--- src/rtl/vliw_uart_fifo.sv ---
// vliw_uart_fifo
//   Buffering bridge between the VLIW core and vliw_uart, on one clock domain.
//   TX path: the core pushes bytes into a show-ahead TX FIFO. A small
//   sequencer drains that FIFO into the UART with the start/busy handshake.
//   RX path: bytes flagged by the UART's has_byte are collected into a
//   show-ahead RX FIFO, which the core pops. Each collected byte is
//   acknowledged with a one-cycle clr_hb pulse.
//
// Ports
//   clk, rst_n             system clock (rising edge), async active-low reset
//   tx_data, tx_wr         core push into the TX FIFO
//   tx_full, tx_level      TX FIFO status
//   rx_data, rx_rd         RX FIFO head (combinational) and pop
//   rx_empty, rx_level     RX FIFO status
//   tx_overflow            sticky: push attempted while TX FIFO full
//   rx_overrun             sticky: UART byte dropped, RX FIFO full
//   clr_err                clears both sticky flags (a same-cycle set wins)
//   uart_din, uart_start   to the UART transmitter (start is a 1-cycle pulse)
//   uart_busy              from the UART transmitter
//   uart_dout, uart_has_byte, uart_clr_hb   UART receiver handshake
//
// DEPTH_LOG2 sets each FIFO's depth to 2**DEPTH_LOG2; supported range 1..6.
module vliw_uart_fifo #(
  parameter int DEPTH_LOG2 = 3
) (
  input  logic                  clk,
  input  logic                  rst_n,
  input  logic [7:0]            tx_data,
  input  logic                  tx_wr,
  output logic                  tx_full,
  output logic [DEPTH_LOG2:0]   tx_level,
  output logic [7:0]            rx_data,
  input  logic                  rx_rd,
  output logic                  rx_empty,
  output logic [DEPTH_LOG2:0]   rx_level,
  output logic                  tx_overflow,
  output logic                  rx_overrun,
  input  logic                  clr_err,
  output logic [7:0]            uart_din,
  output logic                  uart_start,
  input  logic                  uart_busy,
  input  logic [7:0]            uart_dout,
  input  logic                  uart_has_byte,
  output logic                  uart_clr_hb
);

  localparam int DEPTH = 1 << DEPTH_LOG2;
  localparam logic [DEPTH_LOG2-1:0] PTR_ZERO = {DEPTH_LOG2{1'b0}};
  localparam logic [DEPTH_LOG2-1:0] PTR_ONE  = (DEPTH_LOG2)'(32'd1);
  localparam logic [DEPTH_LOG2:0]   LVL_ZERO = {(DEPTH_LOG2 + 1){1'b0}};
  localparam logic [DEPTH_LOG2:0]   LVL_ONE  = (DEPTH_LOG2 + 1)'(32'd1);
  localparam logic [DEPTH_LOG2:0]   LVL_FULL = LVL_ONE << DEPTH_LOG2;

  typedef enum logic [1:0] {
    TX_IDLE      = 2'd0,
    TX_START     = 2'd1,
    TX_WAIT_BUSY = 2'd2,
    TX_WAIT_DONE = 2'd3
  } tx_state_t;

  // Occupancy after one cycle; push+pop together leaves it unchanged.
  function automatic logic [DEPTH_LOG2:0] next_level(input logic [DEPTH_LOG2:0] lvl,
                                                     input logic push,
                                                     input logic pop);
    logic [DEPTH_LOG2:0] res;
    case ({push, pop})
      2'b10:   res = lvl + LVL_ONE;
      2'b01:   res = lvl - LVL_ONE;
      default: res = lvl;
    endcase
    return res;
  endfunction

  // ---------------- TX FIFO ----------------
  logic [7:0]            tx_mem_r [DEPTH];
  logic [DEPTH_LOG2-1:0] tx_wr_ptr_r;
  logic [DEPTH_LOG2-1:0] tx_rd_ptr_r;
  logic [DEPTH_LOG2:0]   tx_level_r;
  logic                  tx_full_s;
  logic                  tx_empty_s;
  logic                  tx_push_s;
  logic                  tx_pop_s;
  logic                  tx_ovf_set_s;

  assign tx_full_s  = (tx_level_r == LVL_FULL);
  assign tx_empty_s = (tx_level_r == LVL_ZERO);
  // A pop in the same cycle frees the slot, so a push into a full FIFO is taken.
  assign tx_push_s    = tx_wr && (!tx_full_s || tx_pop_s);
  assign tx_ovf_set_s = tx_wr && tx_full_s && !tx_pop_s;

  // TX storage write (no reset needed: entries are only read while valid)
  always_ff @(posedge clk) begin
    if (tx_push_s) begin
      tx_mem_r[tx_wr_ptr_r] <= tx_data;
    end
  end

  // TX pointers and occupancy
  always_ff @(posedge clk or negedge rst_n) begin
    if (!rst_n) begin
      tx_wr_ptr_r <= PTR_ZERO;
      tx_rd_ptr_r <= PTR_ZERO;
      tx_level_r  <= LVL_ZERO;
    end else begin
      if (tx_push_s) begin
        tx_wr_ptr_r <= tx_wr_ptr_r + PTR_ONE;
      end
      if (tx_pop_s) begin
        tx_rd_ptr_r <= tx_rd_ptr_r + PTR_ONE;
      end
      tx_level_r <= next_level(tx_level_r, tx_push_s, tx_pop_s);
    end
  end

  // ---------------- TX sequencer ----------------
  tx_state_t  tx_state_r;
  tx_state_t  tx_state_n_s;
  logic       uart_start_r;
  logic       uart_start_n_s;
  logic [7:0] uart_din_r;
  logic [7:0] uart_din_n_s;

  // TX sequencer state and registered UART outputs
  always_ff @(posedge clk or negedge rst_n) begin
    if (!rst_n) begin
      tx_state_r   <= TX_IDLE;
      uart_start_r <= 1'b0;
      uart_din_r   <= 8'h00;
    end else begin
      tx_state_r   <= tx_state_n_s;
      uart_start_r <= uart_start_n_s;
      uart_din_r   <= uart_din_n_s;
    end
  end

  // TX sequencer next state; the pop happens as the head is loaded into uart_din
  always_comb begin
    tx_state_n_s   = tx_state_r;
    uart_start_n_s = 1'b0;
    uart_din_n_s   = uart_din_r;
    tx_pop_s       = 1'b0;
    case (tx_state_r)
      TX_IDLE: begin
        if (!tx_empty_s) begin
          uart_din_n_s   = tx_mem_r[tx_rd_ptr_r];
          uart_start_n_s = 1'b1;
          tx_pop_s       = 1'b1;
          tx_state_n_s   = TX_START;
        end else begin
          tx_state_n_s = TX_IDLE;
        end
      end
      TX_START: begin
        tx_state_n_s = TX_WAIT_BUSY;
      end
      TX_WAIT_BUSY: begin
        // busy only rises two cycles after start, so wait for it explicitly
        if (uart_busy) begin
          tx_state_n_s = TX_WAIT_DONE;
        end else begin
          tx_state_n_s = TX_WAIT_BUSY;
        end
      end
      TX_WAIT_DONE: begin
        if (!uart_busy) begin
          tx_state_n_s = TX_IDLE;
        end else begin
          tx_state_n_s = TX_WAIT_DONE;
        end
      end
      default: begin
        tx_state_n_s = TX_IDLE;
      end
    endcase
  end

  // ---------------- RX FIFO and collector ----------------
  logic [7:0]            rx_mem_r [DEPTH];
  logic [DEPTH_LOG2-1:0] rx_wr_ptr_r;
  logic [DEPTH_LOG2-1:0] rx_rd_ptr_r;
  logic [DEPTH_LOG2:0]   rx_level_r;
  logic [1:0]            rx_holdoff_r;
  logic                  uart_clr_hb_r;
  logic                  rx_full_s;
  logic                  rx_empty_s;
  logic                  rx_sample_s;
  logic                  rx_push_s;
  logic                  rx_pop_s;
  logic                  rx_drop_s;

  assign rx_full_s   = (rx_level_r == LVL_FULL);
  assign rx_empty_s  = (rx_level_r == LVL_ZERO);
  // has_byte stays high until the UART sees clr_hb; the holdoff masks that stale level.
  assign rx_sample_s = uart_has_byte && (rx_holdoff_r == 2'd0);
  assign rx_pop_s    = rx_rd && !rx_empty_s;
  assign rx_push_s   = rx_sample_s && (!rx_full_s || rx_pop_s);
  assign rx_drop_s   = rx_sample_s && rx_full_s && !rx_pop_s;

  // RX storage write
  always_ff @(posedge clk) begin
    if (rx_push_s) begin
      rx_mem_r[rx_wr_ptr_r] <= uart_dout;
    end
  end

  // RX pointers, occupancy, holdoff and clr_hb pulse
  always_ff @(posedge clk or negedge rst_n) begin
    if (!rst_n) begin
      rx_wr_ptr_r   <= PTR_ZERO;
      rx_rd_ptr_r   <= PTR_ZERO;
      rx_level_r    <= LVL_ZERO;
      rx_holdoff_r  <= 2'd0;
      uart_clr_hb_r <= 1'b0;
    end else begin
      if (rx_push_s) begin
        rx_wr_ptr_r <= rx_wr_ptr_r + PTR_ONE;
      end
      if (rx_pop_s) begin
        rx_rd_ptr_r <= rx_rd_ptr_r + PTR_ONE;
      end
      rx_level_r <= next_level(rx_level_r, rx_push_s, rx_pop_s);
      if (rx_sample_s) begin
        rx_holdoff_r <= 2'd2;
      end else if (rx_holdoff_r != 2'd0) begin
        rx_holdoff_r <= rx_holdoff_r - 2'd1;
      end
      // Acknowledge every sampled byte, whether stored or dropped
      uart_clr_hb_r <= rx_sample_s;
    end
  end

  // ---------------- Sticky error flags ----------------
  logic tx_overflow_r;
  logic rx_overrun_r;

  // Sticky flags; a set condition outranks clr_err in the same cycle
  always_ff @(posedge clk or negedge rst_n) begin
    if (!rst_n) begin
      tx_overflow_r <= 1'b0;
      rx_overrun_r  <= 1'b0;
    end else begin
      tx_overflow_r <= tx_ovf_set_s || (tx_overflow_r && !clr_err);
      rx_overrun_r  <= rx_drop_s || (rx_overrun_r && !clr_err);
    end
  end

  // ---------------- Outputs ----------------
  assign tx_full     = tx_full_s;
  assign tx_level    = tx_level_r;
  assign rx_empty    = rx_empty_s;
  assign rx_level    = rx_level_r;
  // Head is forced to zero when empty so reset and idle values are deterministic
  assign rx_data     = rx_empty_s ? 8'h00 : rx_mem_r[rx_rd_ptr_r];
  assign tx_overflow = tx_overflow_r;
  assign rx_overrun  = rx_overrun_r;
  assign uart_din    = uart_din_r;
  assign uart_start  = uart_start_r;
  assign uart_clr_hb = uart_clr_hb_r;

endmodule
--- config.mk ---
export PLATFORM = sky130hd
export DESIGN_NAME = vliw_uart_fifo
export DESIGN_NICKNAME = d
export VERILOG_FILES = /design/src/rtl/vliw_uart_fifo.sv
export SDC_FILE = /design/constraint.sdc
export NUM_CORES = 1
export LEC_CHECK = 0
export ABC_AREA = 0
export CAP_MARGIN = 20
export CORE_UTILIZATION = 55
export DETAILED_ROUTE_END_ITERATION = 16
export PLACE_DENSITY_LB_ADDON = 0.05
export SKIP_CTS_REPAIR_TIMING = 1
export SLEW_MARGIN = 30
export SYNTH_ARGS = -nofsm -noshare
export SYNTH_HDL_FRONTEND = slang
export SYNTH_SLANG_ARGS = --single-unit
export TNS_END_PERCENT = 100
--- constraint.sdc ---
create_clock -name clk -period 3.7 [get_ports clk]
set_input_delay 0.37 -clock clk [delete_from_list [all_inputs] [get_ports clk]]
set_output_delay 0.37 -clock clk [all_outputs]
set_load 0.005 [all_outputs]
==> metrics.yaml, run 1 <==
outcome:
  status: "completed"
place:
  gp_congestion: 0.7829
  hpwlAfterDp_mm: 7.891
  numPortBuffers: 52
grt:
  grt_max_degree: 37
  grt-ovfl-total: 0
  grt_pass1_vias: 3723
  grt_antenna_before_repair: 0
  grt_usage_pct: 21.50
  grt_pass1_wl_mm: 19.70
finish:
  diodes: 0
  final_cell_mix: "128 x edfxtp_1, 51 x clkdlybuf4s50_1, 42 x mux2i_1, 36 x dfrtp_1, 32 x nand2_1"
  final_common_cell: "edfxtp_1"
  drive_above_1_share_pct: 14.00
  syn_to_final_growth_pct: 20.06
  nNetsFinal: 528
power:
  irDropWorstVdd_v: 0.0004378
  p_per_area_nw_per_um2: 790.5
  leakage_nw: 3.005
  power_mw: 6.418
floorplan:
  num_rows: 40
  dieArea_sq_um: 12740
  die_y_microns: 112.9
  floorplan.initialDensity_pct: 56.30
  core_sq_um: 12010
  die_x_microns: 112.9
  ios: 53
timing:
  final_hold_viol_count: 0
  clock.fmax_mhz: 326.4
  tightest_slew_ps: 908.1
  rsz0062_at_grt: "false"
  timing.final.crit_share_pct: 82.80
  skew_ps: 12.36
  fin_crit_ps: 3064
  finalMaxSlewViolations: 0
  timing.slew.headroom_pct: 39.24
  setup_violations: 0
  final.setup.tns_ps: 0
setup_path:
  crit_path_max_fanout: 10
  critPathArrivalTime_ps: 2690
  critPathLaunchType: "flip-flop"
  crit_path_end_kind: "output port"
  reg2reg_setup_slack_ps: 970
  path_class: "flip-flop to output port"
  cp.required_ps: 3330
synth:
  syn_area_sq_um: 6763
  synth_area_per_cell_sq_um: 15.95
  synthArstFlopShare_pct: 21.95
  syn_nets: 458
  synth_edf_count: 128
  synthFlopType: "edfxtp_1"
  syn-instance-count: 424
  synth_seq_cells: 164
  yosysWarnings: 0
  synth_area_leader_cell: "edfxtp_1"
  ys_seq_area_share_pct: 70.16
  synth_top_area_share_pct: 56.84
  synthTopCellsByArea: "edfxtp_1 57%, dfrtp_1 13%, mux2i_1 6.2%"
  ys_types: 43
cts:
  cts_tree: "built"
  clkTransAtPathRegs_ps: 60
  clock_path_buffers: 2
  clock_latency_ps: 420
  numCtsBuffers: 17
  root_buffer: "clkbuf_16"
  cts_sinks: 164
  h-tree-depth: 4
min_path:
  hold_class: "primary input to async pin"
drt:
  dr.pass1.iters: 5
  via_per_inst: 5.674
  routedWlPerCell_microns: 19.21
  dr.first_iter.drc_count: 235
  dr.max_layer_used: "met4"
  wl_met3_microns: 458
  dr_total_vias: 3711
  drcViolationCount: 0
  wl_mm: 12.56
  wl_met1_mm: 5.373
  met2WireLength_mm: 6.585
  ant_nets: 0
job:
  cap_violations: 0
-- through the flow --
step / cell area [sq um] / util [%] / setup WS (ps) / std cells / hold WS [ps]
after floorplan: 6763 / - / 1128 / 424 / 74.41
after global placement: 7498 / 62.43 / 871.2 / 620 / 459.2
after detailed placement: 7498 / 62.43 / 762.3 / 620 / 463.5
after CTS: 8082 / 67.28 / 574.7 / 652 / 79.42
after global routing: 8119 / 67.59 / 452.6 / 654 / 444.9
final: 8119 / 67.59 / 636.2 / 654 / 417.9
-- cell type report --
cell class                 count  area (sq um)
inverter                      13         48.80
multi-input combinational    228          1886
sequential                   164          4745
clock buffer                  23         447.9
tap                          147         183.9
clock inverter                 9         135.1
timing repair buffer          70         673.1
fill                         835          3892
-- routing by layer --
layer	track usage, %	up-vias
li1	-	1752
met1	26.99	1857
met2	36.71	87
met3	4.392	15
met4	9.123	0
met5	0	-
-- synth_stat cells, drive strengths merged, types with 4 or more instances --
cell type	count
a21oi	7
a22oi	17
buf	16
dfrtp	36
edfxtp	128
ha	10
inv	13
mux2	5
mux2i	42
mux4	16
nand2	33
nand3	14
nor2	25
nor3	9
nor4	4
or3	5
xnor2	8
xor2	6
-- sequential cells by signal, indices dropped and copies added (netlist names) --
register / flops
tx_rd_ptr_r: 3
tx_overflow: 1
tx_wr_ptr_r: 3
uart_din: 8
tx_level: 4
rx_overrun: 1
tx_state_r: 2
rx_rd_ptr_r: 3
rx_mem_r: 64
rx_level: 4
uart_start: 1
rx_holdoff_r: 2
tx_mem_r: 64
uart_clr_hb: 1
rx_wr_ptr_r: 3
-- worst max-delay path, stage by stage, from the launching register on --
cell and delay [ps]:
dfrtp_1 730, buf_4 340, mux4_2 520, mux2i_1 170, nor2_1 60, clkdlybuf4s50_1 440
-- final timing paths --
path | startpoint | to | depth (start not counted)
setup / recovery | rx_rd_ptr_r[0] | rx_data[5] | 5
hold / removal | rst_n | uart_din[2] | 2
setup reg to reg | rx_holdoff_r[0] | rx_level[2] | 12
hold reg to reg | uart_din[4] | uart_din[4] | 2
max in group asynchronous | rst_n | tx_wr_ptr_r[0] | 3
min in group clk | uart_din[4] | uart_din[4] | 2
-- cell families (layout without fill, tap and decap cells) --
group | count (synthesis) | count (layout) | synth area share (%)
flip-flops | 164 | 164 | 70.16
AND/OR/NAND/NOR | 102 | 102 | 7.530
multiplexers | 63 | 63 | 12.43
AO/OA/AOI/OAI | 38 | 38 | 3.867
buffers and inverters | 32 | 115 | 2.054
XOR/XNOR | 14 | 14 | 1.813
adder cells (fa/ha/maj) | 11 | 11 | 2.146
-- power breakdown --
part,switching [mW],internal [mW]
clock,0.673,1.06
combinational,0.918,1.07
sequential,0.358,2.34
Note: power is estimated with default switching activity, not from simulation.
==> run 2, diff against run 1 <==
==> constraint.sdc (replaced) <==
create_clock -name clk -period 3.1 [get_ports clk]
set_input_delay 0.31 -clock clk [delete_from_list [all_inputs] [get_ports clk]]
set_output_delay 0.31 -clock clk [all_outputs]
set_load 0.005 [all_outputs]
==> metrics.yaml, run 2 (synthesized netlist as in run 1, its figures left out) <==
cts:
  cts_sinks: 164  # unchanged
  clock_path_buffers: 2  # unchanged
  cts_tree: "built"  # unchanged
  clkTransAtPathRegs_ps: 60  # about the same
  root_buffer: "clkbuf_16"  # unchanged
  h-tree-depth: 4  # unchanged
  clock_latency_ps: 420  # about the same
  numCtsBuffers: 17  # unchanged
outcome:
  violations: "hold timing"
  status: "finished with violations"  # was completed
finish:
  final_cell_mix: "128 x edfxtp_1, 51 x clkdlybuf4s50_1, 42 x mux2i_1, 36 x dfrtp_1, 32 x nand2_1"  # unchanged
  nNetsFinal: 532  # was 528
  drive_above_1_share_pct: 15.66  # was 14.00%
  diodes: 0  # unchanged
  final_common_cell: "edfxtp_1"  # unchanged
  final_area_sq_um: 8099  # was 8119 sq um
  syn_to_final_growth_pct: 19.76  # was 20.06%
setup_path:
  crit_path_end_kind: "output port"  # unchanged
  cp.required_ps: 2790  # was 3330 ps
  worstReg2RegStart: "rx_level[1]"  # was rx_holdoff_r[0]
  crit_family: "flip-flops"  # was buffers and inverters
  critPathBufInv: 1  # was 2
  crit_path_max_fanout: 18  # was 10
  rr_endpoint: "rx_level[2]"  # unchanged
  path_cells: "mux4_2 -> mux2i_1 -> nor2_1 -> clkdlybuf4s50_1"  # was buf_4 -> mux4_2 -> mux2i_1 -> nor2_1 -> clkdlybuf4s50_1
  path_class: "flip-flop to output port"  # unchanged
  reg2reg_setup_slack_ps: 660  # was 970 ps
  worstRegToRegCells: 11  # was 12
  critPathLaunchType: "flip-flop"  # unchanged
  critPathArrivalTime_ps: 2400  # was 2690 ps
  critical_path.slowest_cell: "dfrtp_1"  # unchanged
  cpPeakStageDelay_ps: 880  # was 730 ps
power:
  irDropWorstVdd_v: 0.0004631  # was 0.0004378 V
  leakage_nw: 3.015  # was 3.005 nW
  p_per_area_nw_per_um2: 933.3  # was 790.5 nW/um^2
  power_mw: 7.559  # was 6.418 mW
timing:
  setup_violations: 0  # unchanged
  final.setup.tns_ps: 0  # unchanged
  hold_ws_ps: -19.46  # was 417.9 ps
  setup_ws_ps: 386.9  # was 636.2 ps
  skew_ps: 4.695  # was 12.36 ps
  timing.final.crit_share_pct: 87.52
  clock.fmax_mhz: 368.6
  final_hold_viol_count: 30  # was 0
  tightest_slew_ps: 821.7  # was 908.1 ps
  rsz0062_at_grt: "false"  # unchanged
  fin_crit_ps: 2713
  finalMaxSlewViolations: 0  # unchanged
  timing.slew.headroom_pct: 45.22  # was 39.24%
grt:
  grt_antenna_before_repair: 0  # unchanged
  grt_pass1_vias: 3712  # was 3723
  grt_max_degree: 37  # unchanged
  grt_pass1_wl_mm: 19.57  # was 19.70 mm
  grt-ovfl-total: 0  # unchanged
  grt_usage_pct: 21.07  # was 21.50%
place:
  dpl_worst_slack_ps: 494.4  # was 762.3 ps
  hpwlAfterDp_mm: 7.762  # was 7.891 mm
  placed_area_sq_um: 7543  # was 7498 sq um
  numPortBuffers: 52  # unchanged
  gp_congestion: 0.7796  # was 0.7829
min_path:
  hold_class: "primary input to async pin"  # unchanged
drt:
  dr.pass1.iters: 5  # unchanged
  wl_mm: 12.39  # was 12.56 mm
  routedWlPerCell_microns: 18.83  # was 19.21 microns
  via_per_inst: 5.657  # was 5.674
  dr.first_iter.drc_count: 243  # was 235
  drcViolationCount: 0  # unchanged
  ant_nets: 0  # unchanged
  dr_total_vias: 3722  # was 3711
floorplan:
  floorplan.initialDensity_pct: 56.30  # unchanged
  num_rows: 40  # unchanged
  die_x_microns: 112.9  # unchanged
  dieArea_sq_um: 12740  # unchanged
  core_sq_um: 12010  # unchanged
  ios: 53  # unchanged
  die_y_microns: 112.9  # unchanged
job:
  cap_violations: 0  # unchanged
-- run 2: metal layers --
| metal | wire length, microns | global-route usage (%) | share of wire, % | up-vias |
|---|---|---|---|---|
| met2 | 6189 | 34.57 | 50 | 87 |
| met3 | 464 | 4.285 | 3.7 | 23 |
| li1 | - | - | - | 1762 |
| met5 | 0 | 0 | 0 | - |
| met1 | 5432 | 27.09 | 44 | 1850 |
| met4 | 303 | 10.44 | 2.4 | 0 |
-- run 2: layout make-up --
| cell class | instances | area [sq um] |
|---|---|---|
| clock buffer | 17 | 425.4 |
| clock inverter | 15 | 130.1 |
| fill | 853 | 3913 |
| inverter | 13 | 48.80 |
| multi-input combinational | 228 | 1886 |
| sequential | 164 | 4745 |
| tap | 147 | 183.9 |
| timing repair buffer | 74 | 680.7 |
-- run 2: report_power, final --
part / switching [mW] / internal (mW) / total [mW]
registers: 0.383 / 2.79 / 3.17
logic: 1.13 / 1.30 / 2.43
clock network: 0.852 / 1.11 / 1.96
-- run 2: metrics by stage --
stage	utilization (%)	instances
after floorplan	-	424
after global placement	62.80	626
after detailed placement	62.80	626
after CTS	67.43	658
after global routing	67.43	658
final	67.43	658
-- run 2: how the worst max path moves through the flow --
stage | startpoint | to | slack, ps | cells past startpoint
floorplan | rx_holdoff_r[0] | rx_mem_r[1][0] | 530 | 6
global placement | uart_has_byte | rx_level[2] | 580 | 12
detailed placement | tx_wr | tx_level[3] | 490 | 8
CTS | rx_rd_ptr_r[1] | rx_data[2] | 370 | 4
global route | rx_rd_ptr_r[1] | rx_data[2] | 320 | 4
finish | rx_rd_ptr_r[1] | rx_data[2] | 390 | 4
